==> src/rtl/adc_model_pkg.sv <==
// Shared types and constants for the multi-channel SPI ADC model.
package adc_model_pkg;

    typedef enum logic [1:0] {
        HOLD = 2'd0,
        DEC  = 2'd1,
        INC  = 2'd2,
        TRI  = 2'd3
    } mode_t;

    typedef enum logic [1:0] {
        IDLE  = 2'd0,
        SHIFT = 2'd1,
        DONE  = 2'd2
    } frame_state_t;

    localparam int unsigned FRAME_BITS = 16;
    localparam int unsigned CH_LSB     = 11;

endpackage

==> src/rtl/spi_frame_slave.sv <==
// SPI mode-0 frame slave: pin synchronizers, edge detect, frame FSM and shifters.
module spi_frame_slave
    import adc_model_pkg::*;
(
    input  logic        clk,
    input  logic        rst_n,
    input  logic        ss_n,
    input  logic        sclk,
    input  logic        mosi,
    input  logic [15:0] tx_load,
    output logic        miso,
    output logic [15:0] rx,
    output logic        frame_done
);

    logic [2:0]   ss_q;
    logic [2:0]   sclk_q;
    logic [1:0]   mosi_q;
    logic [15:0]  tx;
    logic [4:0]   cnt;
    frame_state_t state;

    logic ss_fall, ss_rise, sclk_rise, sclk_fall, mosi_s;

    always_ff @(posedge clk or negedge rst_n) begin
        if (!rst_n) begin
            ss_q   <= '1;
            sclk_q <= '0;
            mosi_q <= '0;
        end else begin
            ss_q   <= {ss_q[1:0], ss_n};
            sclk_q <= {sclk_q[1:0], sclk};
            mosi_q <= {mosi_q[0], mosi};
        end
    end

    assign ss_fall   =  ss_q[2] & ~ss_q[1];
    assign ss_rise   = ~ss_q[2] &  ss_q[1];
    assign sclk_rise = ~sclk_q[2] & sclk_q[1];
    assign sclk_fall =  sclk_q[2] & ~sclk_q[1];
    assign mosi_s    = mosi_q[1];

    // Combinational so the top registers rdy on the same edge the rise is seen.
    assign frame_done = (state == SHIFT) && ss_rise && (cnt == 5'(FRAME_BITS));

    always_ff @(posedge clk or negedge rst_n) begin
        if (!rst_n) begin
            state <= IDLE;
            tx    <= '0;
            rx    <= '0;
            cnt   <= '0;
            miso  <= 1'b0;
        end else begin
            case (state)
                IDLE: begin
                    if (ss_fall) begin
                        state <= SHIFT;
                        tx    <= tx_load;
                        miso  <= tx_load[15];
                        cnt   <= '0;
                    end
                end
                SHIFT: begin
                    if (ss_rise) begin
                        miso  <= 1'b0;
                        state <= (cnt == 5'(FRAME_BITS)) ? DONE : IDLE;
                    end else begin
                        if (sclk_rise) begin
                            rx <= {rx[14:0], mosi_s};
                            if (cnt != 5'd31)
                                cnt <= cnt + 5'd1;
                        end
                        if (sclk_fall) begin
                            tx   <= {tx[14:0], 1'b0};
                            miso <= tx[14];
                        end
                    end
                end
                DONE:    state <= IDLE;
                default: state <= IDLE;
            endcase
        end
    end

endmodule

==> config.mk <==
export PLATFORM = sky130hd
export DESIGN_NAME = spi_frame_slave
export DESIGN_NICKNAME = d
export VERILOG_FILES = /design/src/rtl/adc_model_pkg.sv /design/src/rtl/spi_frame_slave.sv
export SDC_FILE = /design/constraint.sdc
export NUM_CORES = 1
export LEC_CHECK = 0
export BUFFER_PORTS_ARGS = -buffer_cell sky130_fd_sc_hd__buf_4
export CAP_MARGIN = 20
export CELL_PAD_IN_SITES_DETAIL_PLACEMENT = 1
export CELL_PAD_IN_SITES_GLOBAL_PLACEMENT = 2
export CORE_MARGIN = 3
export CORE_UTILIZATION = 39
export DETAILED_ROUTE_END_ITERATION = 8
export PLACE_DENSITY = 0.86
export SYNTH_ARGS = -nofsm -noshare
export SYNTH_HDL_FRONTEND = slang
export SYNTH_SLANG_ARGS = --single-unit
==> constraint.sdc <==
create_clock -name clk -period 4.21 [get_ports clk]
set_input_delay 0.421 -clock clk [delete_from_list [all_inputs] [get_ports clk]]
set_output_delay 0.421 -clock clk [all_outputs]
set_load 0.03 [all_outputs]
* Word-level counts from Yosys, hierarchy flattened *
Index checks and enable logic that the tools add are counted.

operators by class
  $add $sub $neg = 1
  equal/unequal tests = 10
  mux-type cells = 17
  bitwise operators = 9
  reductions and logical operators = 9

operators by type and width
  kind                                                                    count
  15-bit two-way mux                                                      3
  15-bit one-hot mux with 2 select lines                                  1
  5-bit two-way mux                                                       4
  2-bit != test (second input constant)                                   5
  5-bit one-hot mux with 2 select lines                                   1
  2-bit two-way mux                                                       3
  3-bit AND reduction                                                     2
  5-bit by 1-bit adder with 5-bit output (second input constant)          1
  5-bit equality test (second input constant)                             1
  5-bit != test (second input constant)                                   1
  1-bit inverter                                                          5
  5-bit AND reduction                                                     1
  1-bit bitwise AND                                                       4
  2-bit one-hot mux with 2 select lines                                   1
  4-bit AND reduction                                                     1
  1-bit two-way mux                                                       3
  3-bit != test (second input constant)                                   1
  2-bit by 1-bit equality test with 1-bit output (second input constant)  1
  1-bit logical AND                                                       2
  2-bit logical NOT                                                       1
  2-bit by 1-bit != test with 1-bit output (second input constant)        1
  1-bit one-hot mux with 2 select lines                                   1
  2-bit AND reduction                                                     1
  2-bit nonzero test                                                      1

storage, ports and cells
  flip-flop bits (word level) = 47
  input bits = 21
  output and inout bits = 18
  word-level logic and storage cells = 54

* Logic depth before layout (Yosys ltp) *
  depth after elaboration = 5
  gate-level depth with buffers = 7
  depth with buffers taken out = 7

* Least setup slack after synthesis *
No wires, ideal clock.

  path kind = reg2reg
  start point = register cnt[0]
  end point = register cnt[3]
  setup time = 0.083 ns
  arrival = 1.906 ns
  required time = 4.127 ns
  path slack = 2.221 ns
  stages on the path, launching flop included = 8
  clock period less this slack = 1.989 ns
  cells stage by stage = dfrtp_1 ha_1 and3_1 ha_1 nor3b_1 nand4_1 or4_1 o21ai_0

between the ends
  longest elaborated chain between the ends = 5

ends and longest elaborated chain
  element                                 line                   source
  from (decl)                             spi_frame_slave.sv:20  logic [4:0] cnt;
  from (signal assigned)                  spi_frame_slave.sv:71  cnt <= cnt + 5'd1;
  5-bit by 1-bit adder with 5-bit output  spi_frame_slave.sv:71
  5-bit two-way mux                       spi_frame_slave.sv:70  if (cnt != 5'd31)
  5-bit two-way mux                       spi_frame_slave.sv:68  if (sclk_rise) begin
  5-bit two-way mux                       spi_frame_slave.sv:64  if (ss_rise) begin
  5-bit one-hot mux with 2 select lines   spi_frame_slave.sv:54  case (state)

Several ways; a longest one is shown, not always the timed one. The select of a mux whose other input is x is not followed.
A chain may end at the register's enable or synchronous reset.

* Worst setup path after layout *
Ends and elaborated chain as after synthesis.

==> out/summary.txt <==
clk root buf -> clkbuf_8
worst ir drop on vdd -> 0.223 mV
cell taking the most area after synthesis -> dfrtp_1
Boundary Pins -> 39
hold buffer count at cts -> 0
Overflow after GRT -> 0
type of the worst setup path -> reg2reg
switching power -> 0.000386 W
number of failing hold endpoints at the final stage -> 0
DRT iter0 DRCs -> 33
CP delay by family, top -> simple AND/OR/NAND/NOR gates
total via count after detailed routing -> 1,298
Core Rows -> 25
Sw Ratio -> 32.2%
number of buffer cells added on primary ports -> 38
Power Density -> 499 mW/mm^2
largest stage delay on the critical path -> 480 ps
logic depth of the worst register-to-register path -> 7
number of synthesized flops with an enable pin -> 0
Detailed Place HPWL -> 3010 um
residual antenna-violating net count after detailed routing -> 0
top post-synthesis cells by area -> dfrtp_1 56%, mux2_2 10%, mux2i_1 7.1%
Layout area overhead -> 21.2%
number of buffers inserted by post-CTS setup repair -> 0
time the worst path needs with I/O delays and setup -> 2320 ps
maximum achievable frequency -> 432 MHz
wire length of the first global-routing pass -> 6980 um
portion of total power attributed to combinational logic -> 26.1%
number of CTS-inserted buffers -> 5
top post-synthesis cells by count -> 44 x dfrtp_1, 18 x mux2_2, 16 x nand2_1
reg-to-reg critical path endpoint -> cnt[3]
maximum number of pins on one net before global-route repair -> 48
number of clock sinks -> 47
Worst EP required -> 4420 ps
Synth Cell Area -> 0.00198 mm^2
post-synthesis sequential area ratio -> 59.6%
Buf/Inv on CP -> 0
unrepaired setup endpoints after global routing -> no
crit share post-route -> 55.0%
clk slew on worst S/H paths -> 80 ps
mean post-synth cell area -> 12.8 um^2
worst r2r src -> cnt[0]
All-Layer GR Usage -> 15.1%
share of power burned in the clock network -> 23.5%
Primary FF master, synth -> dfrtp_1
Synth warnings -> 0
detail-routed net length per standard cell -> 15.4 um
number of diodes -> 0
total internal power -> 0.000811 W
CP Capture Type -> register
number of instances in the synthesized netlist -> 155
crit-path cells -> ha_1 -> and3_1 -> ha_1 -> nor3b_1 -> nand4_1 -> or4_1 -> o21ai_0
TritonCTS clock tree -> built
count leader, synth -> dfrtp_1
ys async rst share -> 100%
DRT Wirelength -> 4020 um
length of the first detailed-routing pass in iterations -> 3
Yosys top cell area share -> 55.7%
outcome -> finished, final reports clean
share of power burned in registers -> 50.4%
Skew-Pair Late Insertion Delay -> 300 ps
number of antenna violations at the first check in global routing -> 0
Leak -> 1.19 nW
Startpoint Class -> register
Post-Place Worst Slack -> 1910 ps
Die Footprint -> 0.00596 mm^2
maximum fanout along the worst path -> 5
transition time at the pin with the least slew margin -> 935 ps
vias per cell -> 4.97
Die X-Extent -> 77.2 um
H-tree depth -> 2
vias in the first global route -> 1,437
die height -> 77.2 um
most repeated library cell on the critical path -> ha_1
final worst slack -> 1890 ps
class of the tightest hold or removal check -> in2async
instance count on the critical path -> 7
Synth Net Count -> 179
initial standard-cell utilization of the core -> 41.1%
final weighted congestion in routability-driven placement -> 0.779
final net count -> 217
aggregate negative setup slack -> 0 ps
Core ar. -> 0.00482 mm^2
number of flip-flops and latches in the synthesized netlist -> 47
number of distinct standard cells referenced by the synthesized netlist -> 30
PostCTS Resize Cnt -> 0
clk buf depth -> 2
critical-path cell with the highest stage delay -> nor3b_1
tightest slew margin relative to the limit -> 37.6%
maxcap violations -> 0
final routed DRC violation total -> 0
share of cells above drive strength 1 -> 36.1%
slack of the worst reg-to-reg path -> 1890 ps
max-slew violations -> 0
number of setup violations in the final report -> 0
Critical Path AT -> 2530 ps
clock skew -> 4.39 ps
==> layout make-up <==
class | count | area, um^2
Clock inverter | 2 | 16.3
Inverter | 4 | 15.0
Clock buffer | 6 | 82.6
Multi-Input combinational cell | 97 | 734
Sequential cell | 47 | 1180
Timing Repair Buffer | 38 | 285
Fill cell | 533 | 2420
Tap cell | 67 | 83.8
==> worst register-to-register path, stage by stage (launching register included) <==
cell	delay [ps]
dfrtp_1	430
ha_1	250
and3_1	190
ha_1	180
nor3b_1	480
nand4_1	190
or4_1	410
o21ai_0	90
==> stage by stage <==
stage                     cell area, um^2  total power (W)  utilization [%]  instances  hold slack [ps]
final                                2400          0.00120             49.8        261              115
after global routing                 2400          0.00128             49.8        261              145
after CTS                            2400          0.00122             49.8        261              132
after detailed placement             2300         0.000930             47.7        253              343
after global placement               2300         0.000903             47.7        253              335
after floorplan                      1980         0.000802                -        155              125
==> worst max-delay path by stage <==
stage	startpoint	to	slack (ps)
finish	cnt[0]	cnt[3]	1890
global placement	cnt[0]	cnt[3]	2160
global route	cnt[0]	cnt[3]	1650
CTS	cnt[0]	cnt[3]	1870
floorplan	cnt[0]	cnt[3]	2220
detailed placement	cnt[0]	cnt[3]	1910
==> power by group through the flow <==
stage               combinational [W]  clock [W]  sequential (W)
finish                       0.000312   0.000282        0.000604
global route                 0.000343   0.000324        0.000616
CTS                          0.000318   0.000295        0.000605
detailed placement           0.000316          0        0.000614
global placement             0.000298          0        0.000604
floorplan                    0.000134          0        0.000667
==> layout by cell type, fill, tap and decap left out, types with 2 or more instances in the layout <==
cell type  instances
a21oi_1            3
a22o_1             3
and2b_1            2
and3_1             2
buf_4             38
clkbuf_8           6
dfrtp_1           44
dfstp_2            3
ha_1               3
inv_1              4
mux2_2            18
mux2i_1           14
nand2_1           16
nand2b_1           4
nor3_1             2
o21ai_0            9
o21ai_1           10
==> routing by layer <==
layer | global-route usage [%] | share of wire (%)
met4 | 5.34 | 1.6
met3 | 3.87 | 3.4
met2 | 26.5 | 54
met5 | 0 | 0
met1 | 17.7 | 41
==> flip-flops by register name, indices dropped and copies added (netlist names) <==
| register | count |
|---|---|
| cnt | 5 |
| miso | 1 |
| mosi_q | 2 |
| rx | 16 |
| sclk_q | 3 |
| ss_q | 3 |
| state | 2 |
| tx | 15 |
==> cell families (layout without fill, tap and decap cells) <==
| kind of cell | Yosys count | after routing | share of synthesized area, % |
|---|---|---|---|
| AOI/OAI and AO/OA | 28 | 28 | 8.29 |
| adders and majority gates | 3 | 3 | 1.90 |
| buffers and inverters | 11 | 50 | 3.23 |
| DFF | 47 | 47 | 59.6 |
| muxes | 32 | 32 | 17.3 |
| and+or+nand+nor | 34 | 34 | 9.61 |
(Power assumes the default switching activity.)
